--- src/rtl/cpu_types_pkg.sv ---
// cpu_types_pkg: shared word and RAM status types for the CPU memory path
package cpu_types_pkg;
  typedef logic [31:0] word_t;
  typedef enum logic [1:0] {FREE, BUSY, ACCESS, ERROR} ramstate_t;
endpackage

--- src/rtl/rr_select.sv ---
// rr_select: 2-core round-robin winner (in: per-core dren/dwen/iren, rr favored core; out: valid, core, data, wr)
module rr_select (
  input  logic [1:0] dren_i,
  input  logic [1:0] dwen_i,
  input  logic [1:0] iren_i,
  input  logic       rr_i,
  output logic       valid_o,
  output logic       core_o,
  output logic       data_o,
  output logic       wr_o
);
  logic [1:0] dreq;
  logic [1:0] req;
  assign dreq    = dren_i | dwen_i;
  assign req     = dreq | iren_i;
  assign valid_o = |req;
  assign core_o  = !(req[0] && (!rr_i || !req[1]));
  assign data_o  = dreq[core_o];
  assign wr_o    = dwen_i[core_o];
endmodule

--- src/rtl/ram_arbiter.sv ---
// ram_arbiter: shares one RAM port between two cores (in: per-core i/d requests+addresses, ramload, ramstate; out: waits, loads, RAM controls, timeout pulse)
module ram_arbiter
  import cpu_types_pkg::*;
#(
  parameter int CPUS    = 2,
  parameter int TIMEOUT = 255
) (
  input  logic                 CLK,
  input  logic                 RST,
  input  logic      [CPUS-1:0] iREN,
  input  logic      [CPUS-1:0] dREN,
  input  logic      [CPUS-1:0] dWEN,
  input  word_t     [CPUS-1:0] iaddr,
  input  word_t     [CPUS-1:0] daddr,
  input  word_t     [CPUS-1:0] dstore,
  input  word_t                ramload,
  input  ramstate_t            ramstate,
  output logic      [CPUS-1:0] iwait,
  output logic      [CPUS-1:0] dwait,
  output word_t     [CPUS-1:0] iload,
  output word_t     [CPUS-1:0] dload,
  output word_t                ramaddr,
  output word_t                ramstore,
  output logic                 ramREN,
  output logic                 ramWEN,
  output logic                 timeout
);
  typedef enum logic {IDLE, GRANT} state_t;
  localparam logic [7:0] LAST = 8'(TIMEOUT - 1);
  state_t     state_q, state_d;
  logic       rr_q, rr_d, core_q, core_d, d_q, d_d, wr_q, wr_d, to_q, to_d;
  logic [7:0] cnt_q, cnt_d;
  logic       sel_valid, sel_core, sel_data, sel_wr, en, expire;
  rr_select u_sel (
    .dren_i (dREN[1:0]),
    .dwen_i (dWEN[1:0]),
    .iren_i (iREN[1:0]),
    .rr_i   (rr_q),
    .valid_o(sel_valid),
    .core_o (sel_core),
    .data_o (sel_data),
    .wr_o   (sel_wr)
  );
  assign iload   = {CPUS{ramload}};
  assign dload   = {CPUS{ramload}};
  assign timeout = to_q;
  // grantee still asking for the transfer type that was latched at arbitration
  assign en      = wr_q ? dWEN[core_q] : d_q ? dREN[core_q] : iREN[core_q];
  assign expire  = cnt_q == LAST;
  always_comb begin
    state_d  = state_q;
    rr_d     = rr_q;
    core_d   = core_q;
    d_d      = d_q;
    wr_d     = wr_q;
    cnt_d    = cnt_q;
    to_d     = 1'b0;
    iwait    = '1;
    dwait    = '1;
    ramaddr  = '0;
    ramstore = '0;
    ramREN   = 1'b0;
    ramWEN   = 1'b0;
    if (state_q == IDLE) begin
      if (sel_valid) begin
        state_d = GRANT;
        core_d  = sel_core;
        d_d     = sel_data;
        wr_d    = sel_wr;
        cnt_d   = '0;
      end
    end else begin
      ramaddr  = d_q ? daddr[core_q] : iaddr[core_q];
      ramstore = dstore[core_q];
      ramWEN   = wr_q;
      ramREN   = !wr_q;
      if (!en) begin
        state_d = IDLE;
      end else if (ramstate == ACCESS) begin
        state_d = IDLE;
        rr_d    = !core_q;
        if (d_q) dwait[core_q] = 1'b0;
        else iwait[core_q] = 1'b0;
      end else if (expire) begin
        state_d = IDLE;
        rr_d    = !core_q;
        to_d    = 1'b1;
      end else begin
        cnt_d = cnt_q + 8'd1;
      end
    end
  end
  always_ff @(posedge CLK or posedge RST) begin
    if (RST) begin
      state_q <= IDLE;
      rr_q    <= 1'b0;
      core_q  <= 1'b0;
      d_q     <= 1'b0;
      wr_q    <= 1'b0;
      cnt_q   <= '0;
      to_q    <= 1'b0;
    end else begin
      state_q <= state_d;
      rr_q    <= rr_d;
      core_q  <= core_d;
      d_q     <= d_d;
      wr_q    <= wr_d;
      cnt_q   <= cnt_d;
      to_q    <= to_d;
    end
  end
endmodule

--- config.mk ---
export PLATFORM = sky130hd
export DESIGN_NAME = ram_arbiter
export DESIGN_NICKNAME = d
export VERILOG_FILES = /design/src/rtl/cpu_types_pkg.sv /design/src/rtl/rr_select.sv /design/src/rtl/ram_arbiter.sv
export SDC_FILE = /design/constraint.sdc
export NUM_CORES = 1
export LEC_CHECK = 0
export CORE_AREA = 4 4 168 170
export CTS_CLUSTER_DIAMETER = 100
export DETAILED_ROUTE_END_ITERATION = 8
export DIE_AREA = 0 0 172 174
export GPL_TIMING_DRIVEN = 0
export PLACE_DENSITY = 0.53
export SYNTH_ARGS = -nofsm -noshare
export SYNTH_HDL_FRONTEND = slang
export SYNTH_SLANG_ARGS = --single-unit
--- constraint.sdc ---
create_clock -name CLK -period 2.4 [get_ports CLK]
set_input_delay 0.72 -clock CLK [delete_from_list [all_inputs] [get_ports CLK]]
set_output_delay 0.72 -clock CLK [all_outputs]
set_load 0.1 [all_outputs]
==> flow_metrics.env <==
export IMPL_vias=4152
export IMPL_grt_pass1_vias=4325
export IMPL_antenna_found_initial=2
export IMPL_synth_avg_cell_area_um2=9.16
export IMPL_path_delay_family="simple AND/OR/NAND/NOR gates"
export IMPL_globalplace_congestion=0.775
export IMPL_powerDensity_nw_per_um2=1370
export IMPL_rsz0062_at_grt="true"
export IMPL_synth_seq_area_share_pct=10.4
export IMPL_final_area_um2=8640
export IMPL_grt_pass1_wl_um=26800
export IMPL_synth_distinct_cells=37
export IMPL_critPathKind="in -> out"
export IMPL_setup_tns_ns=-6.80
export IMPL_reg2reg_to="cnt_q[6]"
export IMPL_worstPathCellList="buf_4 -> mux2i_1 -> a21boi_2 -> nand3_4 -> nor2b_4 -> or3b_4 -> buf_12"
export IMPL_clock_path_buffers=2
export IMPL_synth_ff_type="dfrtp_1"
export IMPL_die_area_um2=29900
export IMPL_synthArstFlopShare_pct=100
export IMPL_hold_end="cnt_q[6]"
export IMPL_dpl_hpwl_um=16400
export IMPL_worst_ir_drop_vdd_mv=0.824
export IMPL_synthesis_area_um2=3370
export IMPL_holdCritPathClass="reg -> reg"
export IMPL_cts_tree="built"
export IMPL_clk_pin_slew_worst_paths_ns=0.05
export IMPL_coreArea_um2=26700
export IMPL_final_common_cell="dlygate4sd2_1"
export IMPL_root_buffer="clkbuf_16"
export IMPL_totalPowerFinal_uw=11900
export IMPL_slowest_delay_ns=0.39
export IMPL_tightest_slew_ns=1.03
export IMPL_cp_slowest_cell="or3b_4"
export IMPL_critPathLaunchType="input port"
export IMPL_first_pass_iters=4
export IMPL_cts_max_level=1
export IMPL_die_w_um=172
export IMPL_synth_edff_count=0
export IMPL_setup_viol_count_final=60
export IMPL_wl_per_cell_um=16.9
export IMPL_drt_iter0_markers=112
export IMPL_final_nets=1026
export IMPL_final_cells=1132
export IMPL_grt_use_total_pct=11.5
export IMPL_cp_max_fo=4
export IMPL_layout_common_cells="dlygate4sd2_1, buf_4, clkdlybuf4s50_1, buf_12, and2_4"
export IMPL_dpl_cell_area_um2=8040
export IMPL_r2r_start="d_q"
export IMPL_maxCapViolCount=0
export IMPL_nFillCells=2858
export IMPL_synth_seq_cells=14
export IMPL_arrival_ns=1.90
export IMPL_min_from="cnt_q[6]"
export IMPL_via_per_inst=3.67
export IMPL_hold_buffers=0
export IMPL_clock_sinks=14
export IMPL_slew_violations=0
export IMPL_finalHoldViolations=0
export IMPL_p_leak_uw=0.00425
export IMPL_pin_count=433
export IMPL_die_h_um=174
export IMPL_yosys_warnings=0
export IMPL_violations="negative setup slack"
export IMPL_fmax_mhz=382
export IMPL_max_slew_margin_rel_pct=31.8
export IMPL_hold_depth=1
export IMPL_grt_start_max_net_pins=15
export IMPL_initial_core_util_pct=12.6
export IMPL_reg2reg_depth=8
export IMPL_antenna_left=0
export IMPL_status="complete, but fails checks"
export IMPL_period_share_pct=109
export IMPL_fin_ws_ns=-0.215
export IMPL_crit_required_ns=1.68
export IMPL_cp_buffers_inverters=2
export IMPL_dp_cells=1109
export IMPL_reg2reg_slack_ns=0.61
export IMPL_synth_cells=368
export IMPL_gr_total_overflow=0
export IMPL_layout_min_cycle_time_ns=2.62
export IMPL_skew_ns=0.00208
export IMPL_std_cell_rows=60
export IMPL_port_buffers=400
export IMPL_path_depth=7
export IMPL_clkLatencyLatePin_ns=0.24
export IMPL_drcViolationCount=0
export IMPL_worst_setup_path_end_kind="output pin"
export IMPL_whs_ns=0.553
export IMPL_drive_gt1_share_pct=47.7
export IMPL_synth_fp_nets=604
export IMPL_syn2layout_area_growth_pct=156
export IMPL_wirelength_um=19200
export IMPL_numCtsBuffers=3
per-stage QoR:
stage / setup WS (ns) / utilization, %
after floorplan: -0.341 / -
after global placement: -1.63 / 30.1
after detailed placement: -1.64 / 30.1
after CTS: -0.287 / 31.7
after global routing: -0.284 / 32.3
final: -0.215 / 32.3
Yosys cell counts, drive strengths merged, types with 2 or more instances:
| master | instances | area (um^2) |
|---|---|---|
| a211o | 3 | 26.3 |
| a21o | 2 | 15.0 |
| a31oi | 2 | 12.5 |
| and2 | 35 | 221 |
| buf | 141 | 1030 |
| clkbuf | 7 | 26.3 |
| dfrtp | 14 | 350 |
| ha | 2 | 25.0 |
| inv | 6 | 22.5 |
| mux2i | 38 | 380 |
| mux4 | 32 | 721 |
| nand2 | 4 | 15.0 |
| nand3 | 8 | 45.0 |
| nand3b | 3 | 22.5 |
| nand4 | 3 | 18.8 |
| nor2 | 8 | 30.0 |
| nor2b | 35 | 221 |
| nor3 | 5 | 25.0 |
| nor3b | 2 | 15.0 |
| o21ai | 6 | 30.0 |
| or3 | 2 | 12.5 |
logic make-up after synthesis:
family	after synthesis	synth area share, %
buffers and inverters	154	32.1
and+or+nand+nor	110	20.3
muxes	70	32.7
AOI/OAI and AO/OA	17	3.52
DFF	14	10.4
adders and majority gates	2	0.742
xor gates and xnor gates	1	0.260
worst max path at each step:
stage / slack (ns) / end / start
5_1_grt: -0.28 / iwait[0] / core_q
4_1_cts: -0.29 / iwait[0] / core_q
3_3_place_gp: -1.63 / iwait[0] / dWEN[0]
3_5_place_dp: -1.64 / iwait[0] / dWEN[0]
6_report: -0.22 / iwait[0] / dWEN[0]
2_1_floorplan: -0.34 / dwait[1] / dWEN[1]
what timing repair did:
action	4_1_cts	5_1_grt
setup endpoints to repair	199	70
gates cloned	1	2
resized for setup	913	35
buffers inserted	12	2
pin swaps	4	3
power by group:
group / internal, uW / total (uW) / switching [uW]
Clock: 252 / 346 / 93.4
Combinational: 4150 / 11100 / 6950
Sequential: 304 / 402 / 97.7
final cells by class:
type                            count  area (um^2)  share of cell area [%]
Timing Repair Buffer              417         4230                    49.0
Multi-Input combinational cell    200         2340                    27.1
Buffer                            148         1170                    13.6
Tap cell                          341          427                    4.94
Sequential cell                    14          352                    4.07
Clock buffer                        4         88.8                    1.03
Inverter                            6         22.5                   0.261
Antenna cell                        2         5.00                  0.0579
metal layers:
layer | up-vias | global-route usage [%] | part of all wire (%) | routed length, um
met1 | 1940 | 12.6 | 36 | 6900
met5 | - | 0 | 0 | 0
li1 | 1992 | - | - | -
met3 | 8 | 2.37 | 8.2 | 1570
met4 | 0 | 1.18 | 0.72 | 138
met2 | 212 | 23.1 | 55 | 10600
sequential cells by signal, summed over array words and instances, names as in the netlist:
signal / flops
timeout: 1
d_q: 1
cnt_q: 8
rr_q: 1
core_q: 1
wr_q: 1
state_q: 1
Note: power is estimated with default switching activity, not from simulation.
